## config.mk

```make
export PLATFORM = sky130hd
export DESIGN_NAME = demux_t_s_b
export DESIGN_NICKNAME = d
export VERILOG_FILES = /design/src/rtl/demux_t_s_b.sv
export SDC_FILE = /design/constraint.sdc
export NUM_CORES = 1
export LEC_CHECK = 0
export BUFFER_PORTS_ARGS = -buffer_cell sky130_fd_sc_hd__buf_2
export CORE_MARGIN = 2
export CORE_UTILIZATION = 52
export CTS_CLUSTER_DIAMETER = 100
export DETAILED_ROUTE_END_ITERATION = 12
export GPL_TIMING_DRIVEN = 1
export PLACE_DENSITY_LB_ADDON = 0.2
export SYNTH_ARGS = -nofsm -noshare
export SYNTH_HDL_FRONTEND = slang
export SYNTH_SLANG_ARGS = --single-unit
```

## constraint.sdc

```tcl
create_clock -name aclk -period 11.31 [get_ports aclk]
set_input_delay 3.393 -clock aclk [delete_from_list [all_inputs] [get_ports aclk]]
set_output_delay 3.393 -clock aclk [all_outputs]
set_load 0.01 [all_outputs]
```

## src/rtl/demux_t_s_b.sv

```systemverilog
// demux_t_s_b: time-slotted serial-to-parallel demultiplexer.
// While select_line is low, each aclk captures one x word into the next
// shadow slot, wrapping after the last slot. The first cycle that samples
// select_line high copies every slot into y at once. On that same edge it
// raises a one-cycle frame_valid, short_frame or overrun flag as applicable.
module demux_t_s_b #(
  parameter int GAMMA_CYCLE_WIDTH = 16,
  parameter int NUM_OUTPUTS       = GAMMA_CYCLE_WIDTH,
  parameter int BUS_WIDTH         = 8
) (
  input  logic                                  aclk,
  input  logic                                  grst,
  input  logic [BUS_WIDTH-1:0]                  x,
  input  logic                                  select_line,
  output logic [NUM_OUTPUTS-1:0][BUS_WIDTH-1:0] y,
  output logic                                  frame_valid,
  output logic                                  short_frame,
  output logic                                  overrun,
  output logic [$clog2(NUM_OUTPUTS)-1:0]        slot
);

  localparam int SLOT_W = $clog2(NUM_OUTPUTS);
  // Two extra bits let the count reach NUM_OUTPUTS+1, which marks "too many".
  localparam int CNT_W  = $clog2(NUM_OUTPUTS) + 2;

  localparam logic [SLOT_W-1:0] SLOT_LAST = SLOT_W'(NUM_OUTPUTS - 1);
  localparam logic [CNT_W-1:0]  CNT_FULL  = CNT_W'(NUM_OUTPUTS);
  localparam logic [CNT_W-1:0]  CNT_SAT   = CNT_W'(NUM_OUTPUTS + 1);
  localparam logic [CNT_W-1:0]  CNT_ONE   = CNT_W'(1);

  logic [SLOT_W-1:0]    slot_reg;
  logic [CNT_W-1:0]     wr_cnt_reg;
  logic                 ovf_reg;
  logic                 sel_q_reg;
  logic                 frame_valid_reg;
  logic                 short_frame_reg;
  logic                 overrun_reg;

  logic [BUS_WIDTH-1:0] shadow_reg [NUM_OUTPUTS];
  logic [BUS_WIDTH-1:0] y_reg      [NUM_OUTPUTS];

  logic                 capture;
  logic                 commit_edge;
  logic                 commit_frame;
  logic [SLOT_W-1:0]    slot_next;
  logic [CNT_W-1:0]     wr_cnt_next;

  // Capture and commit use opposite select_line levels, so they can never
  // both be active in the same cycle.
  assign capture      = ~select_line;
  assign commit_edge  = select_line & ~sel_q_reg;
  // A rising edge with nothing captured is an empty commit: y is left alone.
  assign commit_frame = commit_edge & (wr_cnt_reg != '0);

  // Next write slot wraps so that an overlong window overwrites the oldest words.
  always_comb begin
    slot_next = (slot_reg == SLOT_LAST) ? '0 : slot_reg + SLOT_W'(1);
  end

  // Write count saturates one past full; that value is enough to flag an overrun.
  always_comb begin
    wr_cnt_next = (wr_cnt_reg == CNT_SAT) ? wr_cnt_reg : wr_cnt_reg + CNT_ONE;
  end

  // Window bookkeeping: write pointer, write count, sticky overrun, select history.
  always_ff @(posedge aclk or posedge grst) begin
    if (grst) begin
      slot_reg   <= '0;
      wr_cnt_reg <= '0;
      ovf_reg    <= 1'b0;
      sel_q_reg  <= 1'b0;
    end else begin
      sel_q_reg <= select_line;
      if (capture) begin
        slot_reg   <= slot_next;
        wr_cnt_reg <= wr_cnt_next;
        if (wr_cnt_reg >= CNT_FULL) begin
          ovf_reg <= 1'b1;
        end
      end else if (commit_edge) begin
        slot_reg   <= '0;
        wr_cnt_reg <= '0;
        ovf_reg    <= 1'b0;
      end
    end
  end

  // Status pulses: recomputed every cycle, so they drop back to 0 on the next edge.
  always_ff @(posedge aclk or posedge grst) begin
    if (grst) begin
      frame_valid_reg <= 1'b0;
      short_frame_reg <= 1'b0;
      overrun_reg     <= 1'b0;
    end else begin
      frame_valid_reg <= commit_frame;
      short_frame_reg <= commit_edge & (wr_cnt_reg < CNT_FULL);
      overrun_reg     <= commit_frame & ovf_reg;
    end
  end

  generate
    for (genvar gi = 0; gi < NUM_OUTPUTS; gi++) begin : g_slot
      logic slot_hit;

      assign slot_hit = capture && (slot_reg == SLOT_W'(gi));

      // Shadow slot: takes x when addressed and is cleared after each commit,
      // so slots left unwritten in the next window read back as 0.
      always_ff @(posedge aclk or posedge grst) begin
        if (grst) begin
          shadow_reg[gi] <= '0;
        end else if (slot_hit) begin
          shadow_reg[gi] <= x;
        end else if (commit_frame) begin
          shadow_reg[gi] <= '0;
        end
      end

      // Output word: loads the shadow slot only on a non-empty commit.
      always_ff @(posedge aclk or posedge grst) begin
        if (grst) begin
          y_reg[gi] <= '0;
        end else if (commit_frame) begin
          y_reg[gi] <= shadow_reg[gi];
        end
      end

      assign y[gi] = y_reg[gi];
    end
  endgenerate

  assign frame_valid = frame_valid_reg;
  assign short_frame = short_frame_reg;
  assign overrun     = overrun_reg;
  assign slot        = slot_reg;

endmodule

```

Yosys cells after proc, flatten, opt, wreduce, memory -nomap -nowiden
Cells that the tools add are included.
Widths: inputs -> output; s select.

word-level totals
  output and inout bits = 135
  flip-flop bits (word level) = 271
  logic and storage cells = 130
  input port bits = 11

cells by class
  add/sub/neg operators = 2
  reduce and logical (&&, ||, !) cells = 37
  order comparisons = 2
  bitwise logic cells = 6
  eq/ne operators = 18
  mux-type cells = 26

operators with widths
  cell                 number
  $mux 8               17
  $reduce_bool 2->1    17
  $eq 4x4->1 const B   8
  $mux 6               3
  $eq 4x3->1 const B   4
  $logic_and 1x1->1    16
  $mux 4               3
  $eq 4x2->1 const B   2
  $add 6x1->6 const B  1
  $eq 6x5->1 const B   1
  $ge 6x5->1 const B   1
  $lt 6x5->1 const B   1
  $reduce_bool 6->1    1
  $add 4x1->4 const B  1
  $and 1x1->1          4
  $eq 4x1->1 const B   1
  $logic_not 4->1      1
  $reduce_and 2->1     2
  $mux 1               3
  $ne 2x1->1 const B   1
  $ne 2x2->1 const B   1
  $not 1->1            2

Depth between registers and ports, before layout
Gate-level depths: netlist (run 1).

  word-level depth = 5
  gate-level depth with buffers = 7

Worst setup path before layout (run 1)
OpenSTA, ideal clock, no wires.

  path type = input to register
  from = input select_line
  to = register shadow_reg[104] (netlist bit)
  library setup time = 133 ps
  data arrival time = 4432 ps
  setup slack = 6745 ps
  data required time = 11177 ps
  cell stages on the path = 5
  buffers on the path = 2
  cells stage by stage = clkbuf_1 -> or4b_2 -> clkbuf_1 -> nand2_1 -> o21ai_0

between the ends
  cells in the longest elaborated chain, start to end = 3
  elaborated cells between the ends (all ways) = 6

ends and longest elaborated chain
  what                                                   RTL line  RTL
  start: declaration                                     14        input logic select_line,
  $and 1x1->1 or $not 1->1 (tied branches)               51, 50
  $and 1x1->1 or $logic_and 1x1->1 (tied branches)       53, 105
  $reduce_bool 2->1 (no line) or $mux 8 (tied branches)  -
  end signal: indexed assignment                         111       shadow_reg[gi] <= '0;
  end signal: indexed assignment                         113       shadow_reg[gi] <= x;
  end signal: indexed assignment                         115       shadow_reg[gi] <= '0;
  end: declaration                                       39        logic [BUS_WIDTH-1:0] shadow_reg [NUM_OUTPUTS];

Parallel ways exist; a longest one is shown, timed or not.
A chain may end at the register's enable or synchronous reset.

Worst setup path after layout (run 1)
  from = input select_line
  to = register y_reg, in the netlist y[25]

between the ends
  cells in the longest elaborated chain, start to end = 2

ends and longest elaborated chain
  what                            RTL line  RTL
  $and 1x1->1                     51        assign commit_edge = select_line & ~sel_q_reg;
  $and 1x1->1                     53        assign commit_frame = commit_edge & (wr_cnt_reg != '0);
  end signal: indexed assignment  124       y_reg[gi] <= shadow_reg[gi];
  end: declaration                40        logic [BUS_WIDTH-1:0] y_reg [NUM_OUTPUTS];

No other way between the ends.

==> results of run 1 <==
[stage by stage]
stage / total power [mW] / util, % / hold WS, ns / setup WS [ns] / std cells
2_1_floorplan: 1.457 / - / 0.4641 / 0.4500 / 845
4_1_cts: 2.469 / 61.34 / 0.4835 / 5.548 / 1242
6_report: 2.441 / 61.34 / 0.4760 / 5.533 / 1242
3_3_place_gp: 1.593 / 57.20 / 0.4621 / 5.019 / 1196
5_1_grt: 2.551 / 61.34 / 0.4928 / 5.283 / 1242
3_5_place_dp: 1.604 / 57.20 / 0.4706 / 4.981 / 1196
[power by group through the flow]
| stage | registers, mW | logic, mW | clock network (mW) |
|---|---|---|---|
| after floorplan | 1.22 | 0.237 | 0 |
| after global placement | 1.20 | 0.391 | 0 |
| after detailed placement | 1.21 | 0.399 | 0 |
| after CTS | 1.19 | 0.401 | 0.879 |
| after global routing | 1.20 | 0.435 | 0.911 |
| final | 1.19 | 0.393 | 0.859 |
[logic make-up after synthesis]
family / Yosys count
and+or+nand+nor: 211
muxes: 130
buffers and inverters: 76
DFF: 271
AOI/OAI and AO/OA: 150
adders and majority gates: 7
[layout make-up]
class	count	area share [%]
inverter	9	0.3306
multi-input combinational	498	29.74
clock buffer	37	5.950
tap	270	2.705
sequential	271	54.29
clock inverter	9	0.7913
timing repair buffer	148	6.191
[layout by cell type, fill, tap and decap left out, types with 2 or more instances in the layout]
| cell type | netlist | layout |
|---|---|---|
| dfrtp_1 | 271 | 271 |
| nand2_1 | 158 | 158 |
| buf_2 | 19 | 145 |
| o2bb2ai_1 | 104 | 104 |
| mux2_1 | 90 | 90 |
| mux2_2 | 38 | 38 |
| o21ai_0 | 33 | 33 |
| clkbuf_16 | 0 | 27 |
| nor2_1 | 14 | 14 |
| nand2b_1 | 8 | 8 |
| inv_1 | 9 | 8 |
| nand4bb_1 | 8 | 8 |
| ha_1 | 7 | 7 |
| clkbuf_1 | 18 | 7 |
| clkinv_2 | 0 | 6 |
| nand3_1 | 5 | 5 |
| or4b_2 | 4 | 4 |
| nand4b_1 | 4 | 4 |
| nor4b_2 | 3 | 3 |
| a21oi_1 | 3 | 3 |
| clkbuf_8 | 0 | 3 |
| and2_1 | 2 | 2 |
| a31oi_1 | 2 | 2 |
| o31ai_1 | 2 | 2 |
| mux2i_1 | 2 | 2 |
| nor3_1 | 2 | 2 |
| bufinv_16 | 0 | 2 |
| buf_12 | 0 | 2 |
[metal layers]
metal	wire, um	up-vias
met2	11180	128
met1	10700	3453
met5	0	-
met3	1056	34
li1	-	3203
met4	478	0
[final timing paths]
kind                                    start  endpoint  slack [ns]  cells after the start
worst max register to register  wr_cnt_reg[0]     y[25]        8.34                      5
worst min-delay path                    y[91]     y[91]        0.48                      1
max in group asynchronous                grst     y[60]        6.96                      3
worst min register to register          y[91]     y[91]        0.48                      1
min in group asynchronous                grst     y[41]        2.96                      2
worst max-delay path              select_line     y[25]        5.53                      5
==> results.py, run 1 <==
metrics = {
    "cts": {
        "cts_buffers": 27,
        "clk_pin_slew_worst_paths_ns": 0.06,
        "clk_latency_ns": 0.53,
        "cts_resized": 0,
        "cts_setup_buffers": 0,
        "cts_buffer_depth": 3,
        "cts.root.buffer_cell": "clkbuf_16",
        "ctsHoldBuffers": 0,
        "h-tree-depth": 1,
        "cts_tree": "built",
        "clock-sinks": 271,
    },
    "yosys": {
        "synth_area_mm2": 0.01085,
        "ys_async_sr_fraction_pct": 100.0,
        "yosys.area_share.simple_pct": 9.052,
        "synth_top_area_share_pct": 62.50,
        "synthAdderAreaFrac_pct": 0.8072,
        "synthMostInstantiatedCell": "dfrtp_1",
        "synth_common_cells": "271 x dfrtp_1, 158 x nand2_1, 104 x o2bb2ai_1",
        "synth-edff-count": 0,
        "yosysSeqAreaShare_pct": 62.50,
        "synth.mux.area_fraction_pct": 13.47,
        "avgSynthCellArea_um2": 12.84,
        "synth_top_area_cell": "dfrtp_1",
        "synth_top_family_by_area": "multiplexers",
        "synthesis.nets": 863,
        "synth_area_leaders": "dfrtp_1 63%, mux2_1 9.3%, o2bb2ai_1 8.4%, nand2_1 5.5%, mux2_2 3.9%",
        "synth_cells": 845,
        "synthFlopType": "dfrtp_1",
        "ys_ff_latch": 271,
        "ys_types": 34,
        "synth_xor_area_share_pct": 0,
        "synth_compound_area_share_pct": 10.84,
        "ys_warn_count": 0,
    },
    "routing": {
        "wl_mm": 23.42,
        "vias_per_cell": 5.490,
        "drtPass1Iterations": 4,
        "routed-via-count": 6818,
        "drtIter0Drc": 415,
        "drc": 0,
        "drtAntennaViolNets": 0,
        "wl_per_cell_um": 18.86,
    },
    "timing": {
        "finalHoldViolCount": 0,
        "fin_tns_setup_ns": 0,
        "clock-skew-final_ns": 0.01023,
        "period_share_pct": 51.08,
        "slew_violations": 0,
        "relSlewSlack_pct": 30.80,
        "rsz0062_at_grt": "no",
        "max_freq_mhz": 173.1,
        "fin_crit_ns": 5.777,
        "setup_viol": 0,
        "worst_pin_slew_ns": 1.036,
    },
    "setup_path": {
        "endpoint_kind": "flop",
        "cp_slowest_cell": "a21oi_4",
        "crit_arrival_ns": 6.18,
        "worstPathCellList": "buf_2, nand2b_1, a21oi_4, buf_4, mux2_2",
        "critPathKind": "in -> reg",
        "worstPathRequired_ns": 11.71,
        "worst_path_dominant_cell_family": "buffers and inverters",
        "cp-start-kind": "input port",
        "cp_num_buf_inv": 2,
        "cpPeakStageDelay_ns": 0.84,
        "crit_fanout": 77,
    },
    "power_and_ir_drop": {
        "power_frac_seq_pct": 48.7,
        "p_clk_share_pct": 35.2,
        "switchingPower_mw": 0.6678,
        "p_per_area_mw_per_mm2": 195.4,
        "swShare_pct": 27.36,
        "p_int_mw": 1.773,
        "power_leakage_nw": 6.266,
        "combPwrFrac_pct": 16.1,
        "ir_drop_mv": 0.1244,
    },
    "final_layout": {
        "layout.nets": 973,
        "drive_above_1_share_pct": 24.38,
        "multiInputGateArea_mm2": 0.003715,
        "diodes": 0,
        "register_area_mm2": 0.006782,
        "synthToLayoutAreaGrowth_pct": 15.12,
        "fillers": 1660,
        "fin_area_mm2": 0.01249,
    },
    "worst_hold_path": {
        "hp-class": "reg -> reg",
    },
    "global_routing": {
        "grt-busiest-layer": "met2",
        "grt_usage_pct": 21.52,
        "grt_pass1_wl_mm": 37.63,
        "groute.layer.met2.usage_pct": 34.88,
        "grt_pass1_vias": 6734,
        "grt_start_max_net_pins": 172,
        "use_met1_pct": 30.58,
        "grt_overflow_total": 0,
        "use_met3_pct": 3.466,
        "antenna_found_initial": 0,
    },
    "placed_design": {
        "port_buffers": 145,
        "place_area_mm2": 0.01165,
        "gp_routability_congestion": 0.7810,
        "dp_hpwl_mm": 14.13,
    },
    "die": {
        "io_pins": 146,
        "initial_core_util_pct": 53.28,
        "die_w_um": 148.5,
        "die_h_um": 148.5,
        "coreArea_mm2": 0.02036,
        "std_cell_rows": 52,
        "dieArea_mm2": 0.02204,
    },
    "status": {
        "status": "finished clean",
    },
    "run": {
        "cap_violations": 0,
    },
}
(Power assumes the default switching activity.)
==> run 2: changes to the inputs <==
--- a/config.mk
+++ b/config.mk
@@ -5,9 +5,10 @@
 export SDC_FILE = /design/constraint.sdc
 export NUM_CORES = 1
 export LEC_CHECK = 0
+export ABC_AREA = 1
 export BUFFER_PORTS_ARGS = -buffer_cell sky130_fd_sc_hd__buf_2
 export CORE_MARGIN = 2
-export CORE_UTILIZATION = 52
+export CORE_UTILIZATION = 55
 export CTS_CLUSTER_DIAMETER = 100
 export DETAILED_ROUTE_END_ITERATION = 12
 export GPL_TIMING_DRIVEN = 1
==> constraint.sdc (replaced) <==
create_clock -name aclk -period 5.6 [get_ports aclk]
set_input_delay 1.68 -clock aclk [delete_from_list [all_inputs] [get_ports aclk]]
set_output_delay 1.68 -clock aclk [all_outputs]
set_load 0.01 [all_outputs]
==> results.py, run 2 <==
metrics = {
    "setup_path": {
        "cp_num_buf_inv": 3,
        "crit_fanout": 95,
        "worstPathRequired_ns": 6.06,
        "cpPeakStageDelay_ns": 0.81,
        "endpoint_kind": "flop",
        "crit_arrival_ns": 3.77,
        "cp-start-kind": "input port",
        "worst_path_dominant_cell_family": "buffers and inverters",
        "critPathKind": "in -> reg",
        "worstPathCellList": "buf_2, inv_2, nor2_2, nand2_8, buf_4, nand3_1, nand2_1",
        "cp_slowest_cell": "buf_4",
    },
    "global_routing": {
        "grt_start_max_net_pins": 137,
        "grt_pass1_wl_mm": 41.30,
        "grt_pass1_vias": 7961,
        "grt_overflow_total": 0,
        "antenna_found_initial": 0,
        "grt_usage_pct": 23.63,
    },
    "timing": {
        "period_share_pct": 59.12,
        "worst_pin_slew_ns": 0.9087,
        "fin_crit_ns": 3.311,
        "relSlewSlack_pct": 39.42,
        "slew_violations": 0,
        "max_freq_mhz": 302.0,
        "clock-skew-final_ns": 0.01141,
        "rsz0062_at_grt": "no",
        "setup_viol": 0,
        "finalHoldViolCount": 0,
        "fin_tns_setup_ns": 0,
    },
    "yosys": {
        "synth_common_cells": "672 x nand2_1, 271 x dfrtp_1, 140 x nand3_1",
        "ys_async_sr_fraction_pct": 100.0,
        "synth_area_leaders": "dfrtp_1 62%, nand2_1 23%, nand3_1 6.4%, buf_6 1.4%, buf_4 0.96%",
        "synth_cells": 1231,
        "synthMostInstantiatedCell": "nand2_1",
        "synth-edff-count": 0,
        "yosysSeqAreaShare_pct": 61.70,
        "synth_top_area_cell": "dfrtp_1",
        "synthesis.nets": 1249,
        "synth_area_mm2": 0.01099,
        "synthFlopType": "dfrtp_1",
        "ys_ff_latch": 271,
        "ys_warn_count": 0,
        "avgSynthCellArea_um2": 8.929,
        "ys_types": 24,
        "synth_top_area_share_pct": 61.70,
    },
    "routing": {
        "drtIter0Drc": 666,
        "wl_mm": 24.84,
        "vias_per_cell": 5.069,
        "drc": 0,
        "wl_per_cell_um": 15.23,
        "routed-via-count": 8268,
        "drtAntennaViolNets": 0,
        "drtPass1Iterations": 5,
    },
    "final_layout": {
        "drive_above_1_share_pct": 17.20,
        "layout.nets": 1367,
        "diodes": 0,
        "layout_commonest_cell": "nand2_1",
        "mostFrequentLayoutCells": "672 x nand2_1, 271 x dfrtp_1, 145 x buf_2",
        "synthToLayoutAreaGrowth_pct": 14.18,
        "final_core_util_pct": 64.28,
        "register_area_mm2": 0.006782,
        "multiInputGateArea_mm2": 0.003666,
        "fillers": 1696,
    },
    "cts": {
        "cts_resized": 0,
        "cts_setup_buffers": 0,
        "ctsHoldBuffers": 0,
        "cts.root.buffer_cell": "clkbuf_16",
        "cts_tree": "built",
        "clk_latency_ns": 0.52,
        "clock-sinks": 271,
        "h-tree-depth": 1,
        "cts_buffers": 26,
        "clk_pin_slew_worst_paths_ns": 0.06,
        "cts_buffer_depth": 3,
    },
    "power_and_ir_drop": {
        "p_clk_share_pct": 34.9,
        "swShare_pct": 28.66,
        "combPwrFrac_pct": 15.5,
        "switchingPower_mw": 1.371,
        "p_per_area_mw_per_mm2": 381.0,
        "power_leakage_nw": 7.608,
        "power_mw": 4.782,
        "ir_drop_mv": 0.2627,
        "p_int_mw": 3.411,
        "power_frac_seq_pct": 49.6,
    },
    "placed_design": {
        "port_buffers": 145,
        "gp_routability_congestion": 0.7919,
        "dp_hpwl_mm": 15.06,
    },
    "die": {
        "die_h_um": 145.4,
        "coreArea_mm2": 0.01953,
        "die_w_um": 145.4,
        "dieArea_mm2": 0.02113,
        "initial_core_util_pct": 56.29,
        "std_cell_rows": 51,
        "io_pins": 146,
    },
    "worst_hold_path": {
        "hp-class": "reg -> reg",
    },
    "run": {
        "cap_violations": 0,
    },
    "status": {
        "status": "finished clean",
    },
}
-- run 2: changes by cell type in the layout (fill, tap and decap cells not counted), sizes merged, moves of 4 or more --
cell | previous run | this run
nand4b | 4 | 0
or4b | 4 | 0
nand2b | 8 | 0
inv | 10 | 39
mux2 | 128 | 0
o2bb2ai | 104 | 0
nand2 | 158 | 683
nor2 | 14 | 18
nand4bb | 8 | 0
o21ai | 33 | 2
nand3 | 5 | 142
-- run 2: worst reg2reg max path, stage by stage, from the launching register on --
cell	delay, ns
dfrtp_1	0.43
inv_1	0.13
ha_1	0.18
nand3_2	0.13
nand2_8	0.40
buf_4	0.87
nand3_1	0.21
nand2_1	0.12
-- run 2: worst paths after layout --
kind / startpoint / to / slack [ns] / depth (start not counted)
setup / recovery: select_line / shadow_reg[106] / 2.29 / 7
hold / removal: y[98] / y[98] / 0.47 / 2
setup reg to reg: wr_cnt_reg[0] / shadow_reg[106] / 3.07 / 7
hold reg to reg: y[98] / y[98] / 0.47 / 2
max in group asynchronous: grst / shadow_reg[115] / 3.65 / 3
min in group asynchronous: grst / y[77] / 1.37 / 3
-- run 2: power by group through the flow --
stage	combinational [mW]	clock [mW]	sequential [mW]
3_3_place_gp	0.731	0	2.40
3_5_place_dp	0.749	0	2.40
2_1_floorplan	0.464	0	2.43
5_1_grt	0.841	1.77	2.40
4_1_cts	0.755	1.70	2.37
6_report	0.743	1.67	2.37
-- run 2: final cells by class --
class,count,share of cell area (%)
Clock buffer,38,6.191
Tap cell,265,2.642
Inverter,40,1.246
Clock inverter,7,0.2991
Multi-Input combinational cell,860,29.21
Timing Repair Buffer,150,6.380
Sequential cell,271,54.03
-- run 2: stage by stage --
stage,std cells,hold slack (ns),area [um^2],setup slack (ns)
global route,1631,0.4896,12550,2.103
floorplan,1231,0.4427,11000,0.3386
finish,1631,0.4730,12550,2.289
CTS,1631,0.4733,12550,2.321
global placement,1586,0.4519,11740,1.881
detailed placement,1586,0.4561,11740,1.812
-- run 2: routing by layer --
layer	track usage [%]	up-vias	share of wire [%]
met5	0	-	0
met4	5.833	0	1.3
met3	3.636	31	5.1
met2	36.99	215	47
met1	35.25	3982	46
li1	-	4040	-
-- run 2: logic make-up after synthesis --
group	after synthesis	synth area share, %
flops	271	61.70
simple gates	846	32.10
xor+xnor	1	0.07970
fa+ha+maj	7	0.7968
compound gates	6	0.2959
buf+inv	100	5.031
